===== src/rtl/meduram_rd_agent_if.sv =====
// Request/response channel plus the core read-port wires of one meduram read agent.
// The master modport is the agent; the slave modport is the requester/core side.
interface meduram_rd_agent_if #(
    parameter int ADDR_WIDTH = 3,
    parameter int DATA_WIDTH = 8
);
    logic                  req_valid;
    logic                  req_ready;
    logic [ADDR_WIDTH-1:0] req_addr;
    logic                  rsp_valid;
    logic                  rsp_ready;
    logic [DATA_WIDTH-1:0] rsp_data;
    logic                  rsp_wrcol;
    logic                  rsp_err;
    logic                  rden;
    logic [ADDR_WIDTH-1:0] rdaddr;
    logic [DATA_WIDTH-1:0] rddata;
    logic [1:0]            rdcollision;

    modport master (
        input  req_valid, req_addr, rsp_ready, rddata, rdcollision,
        output req_ready, rsp_valid, rsp_data, rsp_wrcol, rsp_err, rden, rdaddr
    );

    modport slave (
        output req_valid, req_addr, rsp_ready, rddata, rdcollision,
        input  req_ready, rsp_valid, rsp_data, rsp_wrcol, rsp_err, rden, rdaddr
    );
endinterface


===== src/rtl/meduram_rd_agent.sv =====
// Read client for one meduram core read port: issues a single read per request,
// samples at the fixed core latency and retries reads that lost a read collision.
module meduram_rd_agent #(
    parameter int ADDR_WIDTH = 3,
    parameter int DATA_WIDTH = 8,
    parameter int RD_LATENCY = 1,
    parameter int AGENT_ID   = 1,
    parameter int MAX_RETRY  = 3
) (
    input  logic                 aclk,
    input  logic                 aresetn,
    meduram_rd_agent_if.master   bus
);

    localparam int               LAT_W        = $clog2(RD_LATENCY + 1);
    localparam logic [LAT_W-1:0] LAT_LOAD     = LAT_W'(RD_LATENCY);
    localparam logic [LAT_W-1:0] LAT_ONE      = LAT_W'(1);
    localparam logic [3:0]       RETRY_MAX    = 4'(MAX_RETRY);
    localparam logic             LOSES_RD_COL = (AGENT_ID == 2);

    typedef enum logic [2:0] {
        ST_IDLE    = 3'd0,
        ST_ISSUE   = 3'd1,
        ST_WAIT    = 3'd2,
        ST_BACKOFF = 3'd3,
        ST_RESP    = 3'd4
    } state_t;

    state_t                state_q;
    logic                  req_ready_q;
    logic                  rsp_valid_q;
    logic [DATA_WIDTH-1:0] rsp_data_q;
    logic                  rsp_wrcol_q;
    logic                  rsp_err_q;
    logic                  rden_q;
    logic [ADDR_WIDTH-1:0] rdaddr_q;
    logic [3:0]            retry_q;
    logic [3:0]            backoff_q;
    logic [LAT_W-1:0]      lat_q;

    logic                  lost_s;
    logic [3:0]            retry_d;

    // Only the second core read port can lose a read collision.
    assign lost_s  = LOSES_RD_COL && bus.rdcollision[1];
    assign retry_d = retry_q + 4'd1;

    // Request FSM with all outputs held in registers.
    always_ff @(posedge aclk or negedge aresetn) begin
        if (!aresetn) begin
            state_q     <= ST_IDLE;
            req_ready_q <= 1'b1;
            rsp_valid_q <= 1'b0;
            rsp_data_q  <= {DATA_WIDTH{1'b0}};
            rsp_wrcol_q <= 1'b0;
            rsp_err_q   <= 1'b0;
            rden_q      <= 1'b0;
            rdaddr_q    <= {ADDR_WIDTH{1'b0}};
            retry_q     <= 4'd0;
            backoff_q   <= 4'd0;
            lat_q       <= {LAT_W{1'b0}};
        end else begin
            case (state_q)
                ST_IDLE: begin
                    if (bus.req_valid) begin
                        rdaddr_q    <= bus.req_addr;
                        retry_q     <= 4'd0;
                        req_ready_q <= 1'b0;
                        rden_q      <= 1'b1;
                        state_q     <= ST_ISSUE;
                    end
                end
                ST_ISSUE: begin
                    rden_q  <= 1'b0;
                    lat_q   <= LAT_LOAD;
                    state_q <= ST_WAIT;
                end
                ST_WAIT: begin
                    lat_q <= lat_q - LAT_ONE;
                    if (lat_q == LAT_ONE) begin
                        // A lost read with retries left backs off for (retries) cycles.
                        if (lost_s && (retry_q < RETRY_MAX)) begin
                            retry_q   <= retry_d;
                            backoff_q <= retry_d;
                            state_q   <= ST_BACKOFF;
                        end else begin
                            rsp_data_q  <= bus.rddata;
                            rsp_wrcol_q <= bus.rdcollision[0];
                            rsp_err_q   <= lost_s;
                            rsp_valid_q <= 1'b1;
                            state_q     <= ST_RESP;
                        end
                    end
                end
                ST_BACKOFF: begin
                    if (backoff_q <= 4'd1) begin
                        rden_q  <= 1'b1;
                        state_q <= ST_ISSUE;
                    end else begin
                        backoff_q <= backoff_q - 4'd1;
                    end
                end
                ST_RESP: begin
                    if (bus.rsp_ready) begin
                        rsp_valid_q <= 1'b0;
                        req_ready_q <= 1'b1;
                        state_q     <= ST_IDLE;
                    end
                end
                default: begin
                    state_q     <= ST_IDLE;
                    req_ready_q <= 1'b1;
                    rsp_valid_q <= 1'b0;
                    rden_q      <= 1'b0;
                end
            endcase
        end
    end

    assign bus.req_ready = req_ready_q;
    assign bus.rsp_valid = rsp_valid_q;
    assign bus.rsp_data  = rsp_data_q;
    assign bus.rsp_wrcol = rsp_wrcol_q;
    assign bus.rsp_err   = rsp_err_q;
    assign bus.rden      = rden_q;
    assign bus.rdaddr    = rdaddr_q;

endmodule


===== src/flat_wrapper.sv =====
// flat-port wrapper written by rule: the top's interface ports become plain ports
module meduram_rd_agent_flat 
#(
    parameter int ADDR_WIDTH = 3,
    parameter int DATA_WIDTH = 8,
    parameter int RD_LATENCY = 1,
    parameter int AGENT_ID   = 1,
    parameter int MAX_RETRY  = 3
)
  (aclk, aresetn, bus_req_valid, bus_req_addr, bus_rsp_ready, bus_rddata, bus_rdcollision, bus_req_ready, bus_rsp_valid, bus_rsp_data, bus_rsp_wrcol, bus_rsp_err, bus_rden, bus_rdaddr);
  meduram_rd_agent_if #(.ADDR_WIDTH(ADDR_WIDTH), .DATA_WIDTH(DATA_WIDTH)) bus_i ();
  input  logic aclk;
  input  logic aresetn;
  input wire logic [$bits(bus_i.req_valid)-1:0] bus_req_valid;
  input wire logic [$bits(bus_i.req_addr)-1:0] bus_req_addr;
  input wire logic [$bits(bus_i.rsp_ready)-1:0] bus_rsp_ready;
  input wire logic [$bits(bus_i.rddata)-1:0] bus_rddata;
  input wire logic [$bits(bus_i.rdcollision)-1:0] bus_rdcollision;
  output wire logic [$bits(bus_i.req_ready)-1:0] bus_req_ready;
  output wire logic [$bits(bus_i.rsp_valid)-1:0] bus_rsp_valid;
  output wire logic [$bits(bus_i.rsp_data)-1:0] bus_rsp_data;
  output wire logic [$bits(bus_i.rsp_wrcol)-1:0] bus_rsp_wrcol;
  output wire logic [$bits(bus_i.rsp_err)-1:0] bus_rsp_err;
  output wire logic [$bits(bus_i.rden)-1:0] bus_rden;
  output wire logic [$bits(bus_i.rdaddr)-1:0] bus_rdaddr;
  assign bus_i.req_valid = bus_req_valid;
  assign bus_i.req_addr = bus_req_addr;
  assign bus_i.rsp_ready = bus_rsp_ready;
  assign bus_i.rddata = bus_rddata;
  assign bus_i.rdcollision = bus_rdcollision;
  assign bus_req_ready = bus_i.req_ready;
  assign bus_rsp_valid = bus_i.rsp_valid;
  assign bus_rsp_data = bus_i.rsp_data;
  assign bus_rsp_wrcol = bus_i.rsp_wrcol;
  assign bus_rsp_err = bus_i.rsp_err;
  assign bus_rden = bus_i.rden;
  assign bus_rdaddr = bus_i.rdaddr;
  meduram_rd_agent #(.ADDR_WIDTH(ADDR_WIDTH), .DATA_WIDTH(DATA_WIDTH), .RD_LATENCY(RD_LATENCY), .AGENT_ID(AGENT_ID), .MAX_RETRY(MAX_RETRY)) u_core (.aclk(aclk), .aresetn(aresetn), .bus(bus_i));
endmodule

===== config.mk =====
export PLATFORM = sky130hd
export DESIGN_NAME = meduram_rd_agent_flat
export DESIGN_NICKNAME = d
export VERILOG_FILES = /design/src/rtl/meduram_rd_agent_if.sv /design/src/rtl/meduram_rd_agent.sv /design/src/flat_wrapper.sv
export SDC_FILE = /design/constraint.sdc
export NUM_CORES = 1
export LEC_CHECK = 0
export ABC_AREA = 1
export BUFFER_PORTS_ARGS = -buffer_cell sky130_fd_sc_hd__buf_2
export CORE_AREA = 2 2 48 50
export CTS_BUF_LIST = sky130_fd_sc_hd__clkbuf_16
export CTS_CLUSTER_DIAMETER = 60
export DETAILED_ROUTE_END_ITERATION = 10
export DIE_AREA = 0 0 50 52
export MAX_ROUTING_LAYER = met4
export PLACE_DENSITY_LB_ADDON = 0.08
export SLEW_MARGIN = 20
export SYNTH_ARGS = -nofsm -noshare
export SYNTH_HDL_FRONTEND = slang
export SYNTH_SLANG_ARGS = --single-unit

===== constraint.sdc =====
create_clock -name aclk -period 3.2 [get_ports aclk]
set_clock_uncertainty 0.15 [all_clocks]
set_input_delay 0.16 -clock aclk [delete_from_list [all_inputs] [get_ports aclk]]
set_output_delay 0.16 -clock aclk [all_outputs]
set_load 0.01 [all_outputs]

==> results of run 1 <==
[timing repair]
action,CTS,global route
endpoints found under the hold margin,31,0
gates resized for setup,0,0
hold buffers,10,0
setup buffers,0,0
endpoints found under the setup margin,0,0
[synthesized netlist by cell type, drive strengths merged]
library cell  number
xnor2              1
dfstp              1
o21ai              6
ha                 2
o211ai             1
inv               13
nor2               8
nand3              6
nand4              2
o21a               1
xor2               1
conb               1
nand2             51
dfrtp             22
buf                3
nand3b             2
[flip-flops by register name, indices dropped and copies added, names as in the netlist]
signal	flops
u_core.bus.rsp_valid	1
u_core.backoff_q	4
u_core.bus.rden	1
u_core.bus.req_ready	1
u_core.bus.rsp_data	8
u_core.bus.rdaddr	3
u_core.lat_q	1
u_core.state_q	3
u_core.bus.rsp_wrcol	1
[where the power goes]
group          internal [mW]  leakage, nW  switching (mW)  total, mW
Combinational          0.177        0.454           0.251      0.428
Sequential             0.412        0.287          0.0802      0.493
Clock                  0.166       0.0423          0.0915      0.258
Total                  0.756        0.783           0.423       1.18
[tightest hold or removal path, delay by kind of cell]
| kind | cells | cell delay, ns |
|---|---|---|
| buf+inv | 2 | 0.13 |
| compound gates | 1 | 0.07 |
[layer usage]
metal,wire (µm),up-vias,track usage
li1,-,454,-
met1,916,394,0.2120
met2,933,14,0.2851
met3,58,2,0.03448
met4,14,0,0.08333
met5,0,-,-
[final timing paths]
kind	end	slack (ns)	cells past startpoint
setup reg to reg	u_core.bus.rsp_data[0]$_DFFE_PN0P_	1.53	5
max in group asynchronous	u_core.bus.req_ready$_DFFE_PN1P_	2.28	2
hold / removal	u_core.bus.rdaddr[1]$_DFFE_PN0P_	0.005	3
setup / recovery	u_core.bus.rsp_data[0]$_DFFE_PN0P_	1.53	5
min in group asynchronous	u_core.bus.rden$_DFFE_PN0P_	0.26	2
hold reg to reg	u_core.bus.req_ready$_DFFE_PN1P_	0.32	2
[area by class of cell]
class                      instances  share of cell area
multi-input combinational         82              0.2829
sequential                        23              0.4180
tap                               28             0.02539
clock inverter                     1            0.002720
inverter                          13             0.03536
timing repair buffer              40              0.1813
clock buffer                       3             0.05440
[cell families (layout without fill, tap and decap cells)]
logic type | Yosys count | after routing | synth area share
xor gates and xnor gates | 2 | 2 | 0.01691
adders and majority gates | 2 | 2 | 0.02415
AOI/OAI and AO/OA | 8 | 8 | 0.04348
buffers and inverters | 16 | 57 | 0.06642
DFF | 23 | 23 | 0.5568
and+or+nand+nor | 69 | 69 | 0.2887
other | 1 | 1 | 0.003620
[metrics by stage]
stage                     setup slack [ns]  cells
after floorplan                      1.880    121
after CTS                            1.477    190
final                                1.526    190
after detailed placement             1.475    176
after global routing                 1.337    190
after global placement               1.522    176
==> results.sh, run 1 <==
export IMPL_status="complete, no violations"
export IMPL_cpMaxStageDelayCell="dfrtp_1"
export IMPL_dp_hpwl_mm=1.396
export IMPL_rsz0062_at_grt="no"
export IMPL_antenna_diode_count=0
export IMPL_layout_common_cells="49 x nand2_1, 30 x buf_2, 22 x dfrtp_1, 11 x inv_1, 10 x dlygate4sd3_1"
export IMPL_finalSetupTns_ns=0
export IMPL_cp_end_kind="register"
export IMPL_dieArea_mm2=0.002600
export IMPL_placed_cell_area_mm2=0.001201
export IMPL_synth_cell_types=23
export IMPL_crit_family="simple AND/OR/NAND/NOR gates"
export IMPL_gp_congestion=0.7993
export IMPL_final_cell_area_mm2=0.001380
export IMPL_powerDensity_mw_per_mm2=854.1
export IMPL_dr_pass1_iters=4
export IMPL_core_area_mm2=0.002106
export IMPL_viasPerCell=4.547
export IMPL_max_freq_ghz=0.5974
export IMPL_p_total_mw=1.179
export IMPL_drive_gt1_frac=0.2531
export IMPL_grt_pass1_wl_mm=3.312
export IMPL_pin_count=33
export IMPL_io_buffer_count=30
export IMPL_fillers=169
export IMPL_synth_largest_area_cell="dfrtp_1"
export IMPL_grt_ovfl_total=0
export IMPL_nets=182
export IMPL_die_width_um=50
export IMPL_worst_ir_drop_vdd_mv=0.5093
export IMPL_area_delta_synth_final_pct=33.21
export IMPL_grt_pass1_vias=789
export IMPL_syn_cell_area_mm2=0.001036
export IMPL_numCtsBuffers=3
export IMPL_cts_path_max_buffers=2
export IMPL_regArea_um2=576.8
export IMPL_crit_fanout=11
export IMPL_hold_viol_final=0
export IMPL_clkTransAtPathRegs_ns=0.06
export IMPL_clock_sinks=23
export IMPL_first_iter_violations=8
export IMPL_antenna_found_initial=0
export IMPL_crit_buf_inv=2
export IMPL_num_vias=864
export IMPL_whs_ns=0.004927
export IMPL_routed_wl_mm=1.924
export IMPL_cp_start_kind="register"
export IMPL_ant_nets=0
export IMPL_rows=17
export IMPL_drc_errors=0
export IMPL_grt_usage=0.1758
export IMPL_arrival_ns=1.71
export IMPL_setup_viol=0
export IMPL_period_share=0.5231
export IMPL_synth_area_top_cells="dfrtp_1 53%, nand2_1 18%, inv_1 3.6%"
export IMPL_synth_nets=140
export IMPL_fin_util=0.6554
export IMPL_netlist_instances=121
export IMPL_ys_seq_elements=23
export IMPL_ys_seq_area_frac=0.5568
export IMPL_synth_top_cell_area_share=0.5314
export IMPL_reg2reg_from="u_core.state_q[2]$_DFFE_PN0P_"
export IMPL_multi_input_area_um2=390.4
export IMPL_cts_tree="built"
export IMPL_grt_max_degree=24
export IMPL_p_leak_nw=0.7834
export IMPL_start_util=0.4920
export IMPL_period_needed_ns=1.674
export IMPL_routedWlPerCell_um=10.13
export IMPL_layout_commonest_cell="nand2_1"
export IMPL_min_path_type="in2reg"
export IMPL_slew_violations=0
export IMPL_maxCapViolCount=0
export IMPL_clockRootBuffer="clkbuf_16"
export IMPL_syn_avg_cell_area_um2=8.562
export IMPL_worstSetupPathType="reg2reg"
export IMPL_cp_cell_sequence="inv_2 > nand4_1 > inv_2 > nand2_1 > nand2_1"
export IMPL_hp_start="bus_req_addr[1]"
export IMPL_slowest_delay_ns=0.44
export IMPL_clk_latency_ns=0.25
export IMPL_cp_startpoint="u_core.state_q[2]$_DFFE_PN0P_"
export IMPL_yosysWarnings=0
export IMPL_critPathRequiredTime_ns=3.24
export IMPL_h_tree_depth=1
export IMPL_die_h_um=52
Power figures use the tool's default switching activity.
==> inputs of run 2 (changes only) <==
--- a/config.mk
+++ b/config.mk
@@ -7,11 +7,11 @@
 export LEC_CHECK = 0
 export ABC_AREA = 1
 export BUFFER_PORTS_ARGS = -buffer_cell sky130_fd_sc_hd__buf_2
-export CORE_AREA = 2 2 48 50
+export CORE_AREA = 2 2 49 51
 export CTS_BUF_LIST = sky130_fd_sc_hd__clkbuf_16
 export CTS_CLUSTER_DIAMETER = 60
 export DETAILED_ROUTE_END_ITERATION = 10
-export DIE_AREA = 0 0 50 52
+export DIE_AREA = 0 0 51 53
 export MAX_ROUTING_LAYER = met4
 export PLACE_DENSITY_LB_ADDON = 0.08
 export SLEW_MARGIN = 20
==> constraint.sdc (replaced) <==
create_clock -name aclk -period 1.7 [get_ports aclk]
set_clock_uncertainty 0.15 [all_clocks]
set_input_delay 0.085 -clock aclk [delete_from_list [all_inputs] [get_ports aclk]]
set_output_delay 0.085 -clock aclk [all_outputs]
set_load 0.01 [all_outputs]
==> results.sh, run 2 (synthesis gave the netlist of run 1 again) <==
export IMPL_status="complete, no violations"
export IMPL_hold_viol_final=0
export IMPL_layout_commonest_cell="nand2_1"
export IMPL_p_leak_nw=0.8044
export IMPL_clockRootBuffer="clkbuf_16"
export IMPL_crit_family="flip-flops"
export IMPL_clock_sinks=23
export IMPL_drc_errors=0
export IMPL_cp_end_kind="register"
export IMPL_first_iter_violations=10
export IMPL_viasPerCell=4.523
export IMPL_arrival_ns=1.43
export IMPL_antenna_found_initial=0
export IMPL_gp_congestion=0.8244
export IMPL_die_width_um=51
export IMPL_worstSetupPathType="reg2reg"
export IMPL_pin_count=33
export IMPL_tightest_slew_ns=0.5128
export IMPL_period_share=0.8511
export IMPL_dp_hpwl_mm=1.386
export IMPL_maxCapViolCount=0
export IMPL_finalSetupTns_ns=0
export IMPL_worst_ir_drop_vdd_mv=1.148
export IMPL_powerDensity_mw_per_mm2=1572
export IMPL_clk_latency_ns=0.25
export IMPL_grt_ovfl_total=0
export IMPL_cts_path_max_buffers=2
export IMPL_die_h_um=53
export IMPL_slew_violations=0
export IMPL_grt_max_degree=24
export IMPL_fin_util=0.6645
export IMPL_min_path_type="in2reg"
export IMPL_core_area_mm2=0.002148
export IMPL_io_buffer_count=30
export IMPL_slew_headroom=0.6581
export IMPL_ant_nets=0
export IMPL_slowest_delay_ns=0.38
export IMPL_h_tree_depth=1
export IMPL_layout_common_cells="49 x nand2_1, 30 x buf_2, 22 x dfrtp_1, 14 x dlygate4sd3_1, 11 x inv_1"
export IMPL_antenna_diode_count=0
export IMPL_start_util=0.4822
export IMPL_grt_usage=0.1732
export IMPL_routedWlPerCell_um=9.990
export IMPL_critPathRequiredTime_ns=1.68
export IMPL_crit_fanout=9
export IMPL_max_freq_ghz=0.6912
export IMPL_cts_setup_buffers=0
export IMPL_cp_start_kind="register"
export IMPL_grt_pass1_vias=821
export IMPL_setup_viol=0
export IMPL_whs_ns=0.09505
export IMPL_grt_pass1_wl_mm=3.325
export IMPL_cts_tree="built"
export IMPL_crit_buf_inv=3
export IMPL_cp_cell_sequence="inv_1 > ha_1 > inv_1 > nand2_1 > nand2_1 > nand2_4 > inv_2 > o21ai_1 > o21ai_0"
export IMPL_dr_pass1_iters=4
export IMPL_period_needed_ns=1.447
export IMPL_routed_wl_mm=1.948
export IMPL_num_vias=882
export IMPL_p_total_mw=2.244
export IMPL_area_delta_synth_final_pct=37.80
export IMPL_drive_gt1_frac=0.2515
export IMPL_cpMaxStageDelayCell="dfrtp_1"
export IMPL_fillers=197
export IMPL_numCtsBuffers=3
export IMPL_largest_reg_flops=8
export IMPL_rows=17
export IMPL_dieArea_mm2=0.002703
export IMPL_rsz0062_at_grt="no"
export IMPL_nets=187
export IMPL_clkTransAtPathRegs_ns=0.06
==> run 2: final timing paths <==
kind,from,endpoint,slack (ns),depth (start not counted)
max in group asynchronous,aresetn,u_core.bus.req_ready$_DFFE_PN1P_,0.85,2
max,u_core.backoff_q[0]$_DFFE_PN0P_,u_core.backoff_q[2]$_DFFE_PN0P_,0.25,9
min,bus_req_valid,u_core.bus.req_ready$_DFFE_PN1P_,0.1,5
min reg2reg,u_core.bus.req_ready$_DFFE_PN1P_,u_core.bus.req_ready$_DFFE_PN1P_,0.31,2
min in group asynchronous,aresetn,u_core.backoff_q[2]$_DFFE_PN0P_,0.19,2
max reg2reg,u_core.backoff_q[0]$_DFFE_PN0P_,u_core.backoff_q[2]$_DFFE_PN0P_,0.25,9
==> run 2: worst min-delay path: stages <==
cell,delay (ns)
buf_2,0.08
nand3b_1,0.14
nand3_1,0.08
nand2_1,0.06
nand2_1,0.04
==> run 2: final cells by class <==
type,count,area [µm²],share of cell area
Clock buffer,3,75.07,0.05259
Clock inverter,1,3.754,0.002629
Inverter,13,48.80,0.03418
Multi-Input combinational cell,82,390.4,0.2734
Sequential cell,23,576.8,0.4040
Tap cell,28,35.03,0.02454
Timing Repair Buffer,45,297.8,0.2086
==> run 2: timing repair <==
action	4_1_cts	5_1_grt
hold endpoints to repair	35	0
hold buffers	14	0
gates resized for setup	0	0
==> run 2: through the flow <==
stage	setup slack (ns)	area [µm²]	std cells
final	0.2532	1428	195
after global routing	0.1368	1428	195
after CTS	0.2443	1428	195
after detailed placement	0.2574	1209	177
after global placement	0.2980	1209	177
after floorplan	0.3798	1036	121
==> run 2: power by group <==
part           leakage, nW  switching [mW]  total, mW  internal (mW)
clock network       0.0423           0.182      0.495          0.313
logic                0.475           0.477      0.825          0.349
registers            0.287           0.147      0.924          0.776
==> run 2: metal layers <==
| metal | share of wire | GRT usage | vias up |
|---|---|---|---|
| li1 | - | - | 462 |
| met1 | 0.47 | 0.1927 | 404 |
| met2 | 0.49 | 0.2944 | 14 |
| met3 | 0.031 | 0.04237 | 2 |
| met4 | 0.0082 | 0.08108 | 0 |
| met5 | 0 | - | - |
